==> src/rtl/trap_controller.sv <==
// Machine-mode trap sequencer: arbitrates exceptions, mret and the external interrupt, then
// drives the CSR strobes, the pipeline flush and a single fetch redirect.
module trap_controller #(
   parameter int unsigned FLUSH_CYCLES = 2
) (
   input  logic        clock,
   input  logic        reset,
   input  logic        exceptionValid,
   input  logic [3:0]  exceptionCause,
   input  logic [31:0] exceptionTval,
   input  logic [31:0] exceptionPC,
   input  logic        mretValid,
   input  logic        wbValid,
   input  logic [31:0] wbNextPC,
   input  logic        interrupt,
   input  logic        mstatusMIE,
   input  logic [31:0] mtvec,
   input  logic [31:0] mepc,
   output logic        controlReset,
   output logic        mretSignal,
   output logic [3:0]  mcause,
   output logic        mcauseInterrupt,
   output logic [31:0] mtval,
   output logic [31:0] trapPC,
   output logic        pipelineFlush,
   output logic        redirectValid,
   output logic [31:0] redirectPC,
   output logic        busy
);

   typedef enum logic [2:0] {StIdle, StTrap, StReturn, StFlush, StRedirect} state_t;

   localparam logic [3:0] FlushLoad = 4'(FLUSH_CYCLES);

   state_t      state;
   logic [3:0]  flushCount;
   logic [1:0]  intSync;
   logic [31:0] trapBase;
   logic [31:0] trapTarget;
   logic        takeInterrupt;

   assign trapBase      = {mtvec[31:2], 2'b00};
   // Vectored mode only applies to interrupts; exceptions always go to the base.
   assign trapTarget    = (mtvec[1:0] == 2'b01 && mcauseInterrupt) ?
                          trapBase + {26'd0, mcause, 2'b00} : trapBase;
   assign takeInterrupt = intSync[1] && mstatusMIE && wbValid;

   always_ff @(posedge clock or negedge reset) begin
      if (!reset) begin
         state           <= StIdle;
         flushCount      <= 4'd0;
         intSync         <= 2'b00;
         controlReset    <= 1'b0;
         mretSignal      <= 1'b0;
         mcause          <= 4'd0;
         mcauseInterrupt <= 1'b0;
         mtval           <= 32'd0;
         trapPC          <= 32'd0;
         pipelineFlush   <= 1'b0;
         redirectValid   <= 1'b0;
         redirectPC      <= 32'd0;
         busy            <= 1'b0;
      end else begin
         intSync       <= {intSync[0], interrupt};
         controlReset  <= 1'b0;
         mretSignal    <= 1'b0;
         redirectValid <= 1'b0;
         case (state)
            StIdle: begin
               if (exceptionValid) begin
                  mcause          <= exceptionCause;
                  mtval           <= exceptionTval;
                  trapPC          <= exceptionPC;
                  mcauseInterrupt <= 1'b0;
                  controlReset    <= 1'b1;
                  pipelineFlush   <= 1'b1;
                  busy            <= 1'b1;
                  state           <= StTrap;
               end else if (mretValid) begin
                  mretSignal    <= 1'b1;
                  pipelineFlush <= 1'b1;
                  busy          <= 1'b1;
                  state         <= StReturn;
               end else if (takeInterrupt) begin
                  mcause          <= 4'd11;
                  mtval           <= 32'd0;
                  trapPC          <= wbNextPC;
                  mcauseInterrupt <= 1'b1;
                  controlReset    <= 1'b1;
                  pipelineFlush   <= 1'b1;
                  busy            <= 1'b1;
                  state           <= StTrap;
               end
            end
            StTrap: begin
               redirectPC <= trapTarget;
               flushCount <= FlushLoad;
               state      <= StFlush;
            end
            StReturn: begin
               redirectPC <= {mepc[31:2], 2'b00};
               flushCount <= FlushLoad;
               state      <= StFlush;
            end
            StFlush: begin
               flushCount <= flushCount - 4'd1;
               if (flushCount == 4'd1) begin
                  pipelineFlush <= 1'b0;
                  redirectValid <= 1'b1;
                  state         <= StRedirect;
               end
            end
            StRedirect: begin
               busy  <= 1'b0;
               state <= StIdle;
            end
            default: begin
               pipelineFlush <= 1'b0;
               busy          <= 1'b0;
               state         <= StIdle;
            end
         endcase
      end
   end

endmodule

==> config.mk <==
export PLATFORM = sky130hd
export DESIGN_NAME = trap_controller
export DESIGN_NICKNAME = d
export VERILOG_FILES = /design/src/rtl/trap_controller.sv
export SDC_FILE = /design/constraint.sdc
export NUM_CORES = 1
export LEC_CHECK = 0
export ABC_AREA = 1
export CAP_MARGIN = 20
export CORE_UTILIZATION = 46
export DETAILED_ROUTE_END_ITERATION = 8
export GPL_TIMING_DRIVEN = 0
export HOLD_SLACK_MARGIN = 0.08
export MAX_ROUTING_LAYER = met4
export PLACE_DENSITY = 0.89
export SYNTH_ARGS = -nofsm -noshare
export SYNTH_HDL_FRONTEND = slang
export SYNTH_SLANG_ARGS = --single-unit
==> constraint.sdc <==
create_clock -name clock -period 5 [get_ports clock]
set_input_delay 1 -clock clock [delete_from_list [all_inputs] [get_ports clock]]
set_output_delay 1 -clock clock [all_outputs]
set_load 0.01 [all_outputs]
### Yosys cells after proc, flatten, opt, wreduce, memory -nomap -nowiden

Index checks and enable logic that the tools add are counted.

* bits in registers: 115
* output and inout port bits: 106

* $add $sub $neg: 2
* equal/unequal tests: 9
* muxes and demuxes: 34
* bitwise logic cells: 2
* reductions and logical operators: 14

Operators with widths (count)
* 32-bit 2-to-1 mux: 7
* 32-bit one-hot mux with 2 select lines: 1
* 32-bit by 6-bit adder with 32-bit output: 1
* 1-bit 2-to-1 mux: 15
* 3-bit 2-to-1 mux: 4
* 4-bit 2-to-1 mux: 3
* 3-bit one-hot mux with 3 select lines: 1
* 4-bit one-hot mux with 2 select lines: 1
* 3-bit by 2-bit equality test with 1-bit output (second input constant): 2
* 3-bit AND reduction: 2
* 2-bit nonzero test: 3
* 3-bit OR reduction: 2
* 4-bit by 1-bit equality test with 1-bit output (second input constant): 1
* 2-bit != test (second input constant): 2
* 4-bit != test (second input constant): 1
* 2-bit AND reduction: 2
* 4-bit by 1-bit subtractor with 4-bit output (second input constant): 1
* 3-bit by 1-bit equality test with 1-bit output (second input constant): 1
* 3-bit equality test (second input constant): 1
* 1-bit logical AND: 3
* 3-bit zero test: 1
* 1-bit one-hot mux with 3 select lines: 1
* 2-bit by 1-bit equality test with 1-bit output (second input constant): 1
* 1-bit inverter: 2
* other kinds (2): 2

### Longest topological paths before layout

Gate-level depths: netlist (run 1).

* depth in word-level cells: 6
* mapped depth: 14

### Worst setup path before layout (run 1)

OpenSTA, ideal clock, no wires.

* path kind: in2reg
* start point: in mtvec[2]
* end point: reg redirectPC[28]
* setup time: 0.116 ns
* arrival: 2.448 ns
* slack: 2.435 ns
* stages: 12
* path buffers: 0
* cell sequence: ha_1 > fa_1 > nand2_1 > nor2_1 > nor2_1 > nor2_4 > nand3_1 > nor2_1 > nand3b_1 > nand3_1 > nand2_1 > nand2_1

* cells in the longest elaborated chain, start to end: 3

RTL lines
* from (decl): RTL line 17 `input logic [31:0] mtvec,`
* 32-bit by 6-bit adder with 32-bit output: RTL line 45 `trapBase + {26'd0, mcause, 2'b00} : trapBase;`
* 32-bit 2-to-1 mux: RTL line 44 `assign trapTarget = (mtvec[1:0] == 2'b01 && mcauseInterrupt) ?`
* 32-bit one-hot mux with 2 select lines: RTL line 68 `case (state)`
* to (signal assigned): RTL line 96 `redirectPC <= trapTarget;`
* to (signal assigned): RTL line 101 `redirectPC <= {mepc[31:2], 2'b00};`
* to (decl): RTL line 27 `output logic [31:0] redirectPC,`

Every way passes these cells.
A chain may end at the register's enable or synchronous reset.

### Worst setup path in the final report (run 1)

* start point: in mtvec[2]
* end point: reg redirectPC[12]

The elaborated chain is that of the path after synthesis.

==> flow_metrics.py, run 1 <==
metrics = {
    "outcome": {
        "status": "finished clean",
    },
    "finish": {
        "final_nets": 1305,
        "drive_gt1_share_pct": 6.49,
        "syn_to_final_growth_pct": 58.4,
        "layout_commonest_cell": "nand2_1",
        "final_cell_count_no_fill": 1312,
        "antenna_cells": 0,
        "layout_common_cells": "nand2_1 (319), clkdlybuf4s50_1 (271), nor2_1 (127)",
    },
    "synth": {
        "avgSynthCellArea_um2": 7.34,
        "ys_seq_elements": 113,
        "yosysTopAreaCellShare_pct": 46.2,
        "syn_area_um2": 6120,
        "synth_cell_types": 41,
        "yosysTopAreaCell": "dfrtp_1",
        "synthTopCellsByArea": "dfrtp_1 (46%), nand2_1 (20%), nor2_1 (7.8%)",
        "yosysSeqAreaShare_pct": 46.2,
        "yosys_warnings": 0,
        "netlist_instances": 834,
    },
    "setup_path": {
        "critical_path_class": "primary input to flop",
        "end_kind": "flop",
        "r2r_cells": 10,
        "startpoint_type": "primary input",
        "worstPathRequired_ns": 5.34,
        "critPathMaxStageDelay_ns": 0.43,
        "slowest_stage": "clkdlybuf4s50_1",
        "crit_chain": "clkdlybuf4s50_1, ha_1, fa_1, nand2_1, nor2_1, nor2_1, nor2_4, nand3_1, xnor2_1, nor2_1, o21ai_0",
        "r2r-start": "mcause[0]",
        "worstPathArrival_ns": 3.30,
        "crit_top_cell": "nor2_1",
        "crit_start": "mtvec[2]",
        "crit_fanout": 5,
    },
    "die": {
        "die_area_um2": 13800,
        "start_util_pct": 47.9,
        "ioPinCount": 277,
        "chipHeight_um": 117,
        "core_um2": 12800,
        "die_w_um": 117,
        "rows": 41,
    },
    "grt": {
        "grt_pass1_vias": 6868,
        "grt_usage_pct": 34.8,
        "antenna_found_initial": 0,
        "grt_overflow": 0,
        "grt_pass1_wl_mm": 35.7,
        "grt_max_degree": 95,
    },
    "sta": {
        "fin_ws_ns": 2.04,
        "final.setup.tns_ns": 0,
        "worstMarginPinSlew_ns": 0.594,
        "min_period_over_period_pct": 59.2,
        "setup_violations": 0,
        "slew_headroom_pct": 60.4,
        "fin_crit_ns": 2.96,
        "whs_ns": 0.349,
        "slew_violations": 0,
        "timing_hold_violations_final": 0,
        "rsz0062_at_grt": "no",
        "max_freq_mhz": 338,
        "skew_ns": 0.00537,
    },
    "clock_network": {
        "htree_levels": 4,
        "cts_tree": "done",
        "numCtsBuffers": 17,
        "cts_hold_buf": 0,
        "clockBufferDepth": 2,
        "cts_resized": 0,
        "root_buffer": "clkbuf_16",
        "clk_latency_ns": 0.42,
        "path_clk_slew_ns": 0.06,
        "clock_sinks": 113,
        "post-cts-setup-buffers": 0,
    },
    "drt": {
        "avgRoutedWirePerCell_um": 17.1,
        "drt_wl_total_mm": 22.5,
        "vias": 6860,
        "drt_iter0_markers": 477,
        "dr.pass1.iters": 7,
        "vias_per_cell": 5.23,
        "remaining_drc_errors": 0,
        "ant_nets": 0,
    },
    "place": {
        "dp_hpwl_mm": 16.5,
        "place.gp.congestion": 1.01,
        "pre_cts_slack_ns": 1.64,
        "io_buffers": 272,
        "dp.cells": 1280,
    },
    "power": {
        "power_density_nw_per_um2": 571,
        "leakagePower_uw": 0.00447,
        "vdd_drop_max_v": 0.000367,
        "p_total_uw": 5530,
    },
    "min_path": {
        "hp-start": "intSync[0]",
        "hold_path_depth": 0,
        "hold_class": "flop to flop",
    },
    "flow_run": {
        "cap_violations": 0,
    },
}
[state kept, by name, indices dropped and copies added, names as in the netlist]
register,count
mcause,4
flushCount,4
pipelineFlush,1
redirectPC,30
mretSignal,1
intSync,2
redirectValid,1
controlReset,1
mcauseInterrupt,1
mtval,32
busy,1
state,3
trapPC,32
[worst max-delay path, delay by kind of cell]
kind / cells / cell delay (ns)
buf+inv: 1 / 0.43
compound gates: 1 / 0.17
xor+xnor: 1 / 0.20
fa+ha+maj: 2 / 0.65
simple gates: 6 / 0.86
[where the power goes]
group | leakage (uW) | internal, uW | switching [uW]
Sequential | 0.00135 | 1350 | 268
Clock | 0.000297 | 799 | 446
Combinational | 0.00283 | 1290 | 1370
Total | 0.00447 | 3450 | 2090
[Yosys cell counts, drive strengths merged]
library cell / number
nand3: 65
o211ai: 2
nor4: 1
conb: 1
or2: 2
a21oi: 14
o21ai: 22
a22o: 2
nand2: 321
o22a: 3
a21o: 1
fa: 1
a22oi: 1
nor2: 133
a31oi: 32
o22ai: 1
xnor2: 4
dfrtp: 113
nand3b: 5
nor3: 6
inv: 46
buf: 24
ha: 6
clkbuf: 14
clkinv: 1
nand4: 6
xor2: 7
[worst paths after layout]
kind	slack, ns	end
max reg2reg	2.67	redirectPC[12]
min	0.35	intSync[1]
max	2.04	redirectPC[12]
min in group asynchronous	0.41	redirectPC[25]
max in group asynchronous	3.87	trapPC[4]
min reg2reg	0.35	intSync[1]
[layer usage]
metal / up-vias / GRT usage [%] / part of all wire, %
li1: 3254 / - / -
met1: 3220 / 38.9 / 38
met2: 329 / 58.2 / 50
met3: 57 / 10.2 / 8.8
met4: 0 / 13.8 / 3.0
met5: - / - / 0
[logic make-up after synthesis]
logic type                 count (synthesis)  share of synthesized area (%)
DFF                                      113                           46.2
other                                      1                         0.0613
AOI/OAI and AO/OA                         78                           7.71
xor gates and xnor gates                  11                           1.57
and+or+nand+nor                          539                           36.2
adders and majority gates                  7                           1.55
buffers and inverters                     85                           6.69
[layout make-up]
type / instances / area, um^2
Fill cell: 909 / 3080
Multi-Input combinational cell: 637 / 2890
Sequential cell: 113 / 2830
Timing Repair Buffer: 273 / 2750
Clock buffer: 24 / 502
Buffer: 38 / 230
Tap cell: 172 / 215
Inverter: 47 / 179
Clock inverter: 8 / 100
[per-stage QoR]
stage               cell area [um^2]  utilization (%)
floorplan                       6120                -
global placement                9060             70.9
detailed placement              9090             71.2
CTS                             9690             75.9
global route                    9690             75.9
finish                          9690             75.9
(Power assumes the default switching activity.)
==> run 2: changes to the inputs <==
Settings changed: CORE_UTILIZATION 46 to 42, PLACE_DENSITY 0.89 to 0.83.
Clock period 5 ns to 3 ns, I/O delays scaled along.
==> run 2 against run 1 <==
Net effect: global-route usage decreased by 3.6 points; combinational power up 67%; non-clock buffer count grew 1; critical endpoint is now redirectPC[24]; largest power group unchanged; routed wire length fell by 2.3%; sequential power up 65%; die area up 9.4%; clock power increased by 63%; critical path type unchanged; worst setup slack lost 1.6 ns.
==> flow_metrics.py, run 2 (synthesized netlist as in run 1, its figures left out) <==
metrics = {
    "outcome": {
        "status": "finished clean",
    },
    "drt": {
        "vias_per_cell": 5.10,
        "vias": 6748,
        "drt_wl_total_mm": 21.9,
        "avgRoutedWirePerCell_um": 16.6,
        "remaining_drc_errors": 0,
        "dr.pass1.iters": 5,
        "drt_iter0_markers": 479,
        "ant_nets": 0,
    },
    "finish": {
        "finalInstanceArea_um2": 9690,
        "syn_to_final_growth_pct": 58.4,
        "layout_commonest_cell": "nand2_1",
        "reg.largest.list": "mtval: 32 flops, trapPC: 32 flops, redirectPC: 30 flops",
        "fillers": 1163,
        "area.sequential_um2": 2830,
        "final_nets": 1306,
        "multi_input_area_um2": 2890,
        "drive_gt1_share_pct": 6.32,
        "layout_common_cells": "nand2_1 (319), clkdlybuf4s50_1 (271), nor2_1 (127)",
    },
    "place": {
        "place_area_um2": 9100,
        "place.gp.congestion": 0.968,
        "dp_hpwl_mm": 16.6,
        "io_buffers": 272,
    },
    "power": {
        "power_density_nw_per_um2": 944,
        "leakagePower_uw": 0.00447,
        "vdd_drop_max_v": 0.000562,
    },
    "setup_path": {
        "slowest_stage": "clkdlybuf4s50_1",
        "worstPathArrival_ns": 2.83,
        "reg2reg_slack_ns": 0.70,
        "worstPathRequired_ns": 3.30,
        "critPathMaxStageDelay_ns": 0.42,
        "end_kind": "flop",
        "crit_chain": "clkdlybuf4s50_1, ha_1, fa_1, nand2_1, nor2_1, nor2_1, nor2_4, nand2_1, nor2_1, nand2_1, nand2_1, nand2_1, nand2_1, nand2_1, nand2_1",
        "crit_fanout": 5,
        "critical_path_class": "primary input to flop",
        "startpoint_type": "primary input",
        "crit_top_cell": "nand2_1",
    },
    "die": {
        "ioPinCount": 277,
        "die_w_um": 123,
        "rows": 43,
        "start_util_pct": 43.6,
        "chipHeight_um": 123,
        "core_um2": 14000,
        "die_area_um2": 15100,
    },
    "sta": {
        "slew_headroom_pct": 59.4,
        "min_period_over_period_pct": 84.3,
        "final.setup.tns_ns": 0,
        "max_freq_mhz": 395,
        "worstMarginPinSlew_ns": 0.609,
        "rsz0062_at_grt": "no",
        "slew_violations": 0,
        "setup_violations": 0,
        "timing_hold_violations_final": 0,
        "skew_ns": 0.0102,
        "fin_crit_ns": 2.53,
    },
    "min_path": {
        "hold_class": "flop to flop",
    },
    "grt": {
        "antenna_found_initial": 0,
        "grt_usage_pct": 31.1,
        "grt_max_degree": 96,
        "grt_pass1_wl_mm": 33.8,
        "grt_pass1_vias": 6729,
        "grt_overflow": 0,
    },
    "clock_network": {
        "htree_levels": 4,
        "cts_resized": 0,
        "cts_tree": "done",
        "clockBufferDepth": 2,
        "path_clk_slew_ns": 0.05,
        "clock_sinks": 113,
        "clk_latency_ns": 0.42,
        "cts_hold_buf": 1,
        "numCtsBuffers": 17,
        "root_buffer": "clkbuf_16",
        "post-cts-setup-buffers": 0,
    },
    "flow_run": {
        "cap_violations": 0,
    },
}
-- run 2: critical path, delay by kind of cell --
family | cells | cell delay [ns]
fa+ha+maj | 2 | 0.63
buf+inv | 1 | 0.42
simple gates | 12 | 1.19
-- run 2: path summary, 6_finish.rpt --
kind | start | endpoint | cells after the start
max | mtvec[2] | redirectPC[24] | 15
max in group asynchronous | reset | trapPC[5] | 3
min | intSync[0] | intSync[1] | 0
min in group asynchronous | reset | redirectPC[11] | 2
min reg2reg | intSync[0] | intSync[1] | 0
max reg2reg | mcause[0] | redirectPC[24] | 14
-- run 2: area by class of cell --
type                    instances  area share, %
diodes                          2         0.0516
plain buffers                  38           2.38
clock buffers                  20           4.51
clock inverters                11           1.45
inverters                      47           1.85
multi-input cells             637           29.8
flip-flops and latches        113           29.2
well taps                     180           2.32
repair buffers                274           28.5
-- run 2: stage by stage --
step	hold WS (ns)	setup slack (ns)	power (uW)	std cells	utilization, %
finish	0.347	0.471	9140	1322	69.0
floorplan	0.304	0.835	4810	835	-
global placement	0.335	-3.17	7010	1287	64.6
CTS	0.348	0.502	9170	1320	69.0
global route	0.359	0.321	9760	1320	69.0
detailed placement	0.336	0.0678	7110	1288	64.8
-- run 2: routing by layer --
| metal | global-route usage (%) | share of wire, % | wire (um) | vias up |
|---|---|---|---|---|
| met3 | 9.76 | 9.3 | 2050 | 65 |
| li1 | - | - | - | 3257 |
| met1 | 34.9 | 39 | 8540 | 3120 |
| met2 | 49.5 | 48 | 10500 | 306 |
| met5 | - | 0 | 0 | - |
| met4 | 16.5 | 4.1 | 907 | 0 |
-- run 2: power breakdown --
group          leakage, uW  switching, uW  total, uW  internal [uW]
combinational      0.00284           2290       4450           2150
sequential         0.00135            421       2680           2260
clock             0.000283            725       2020           1290
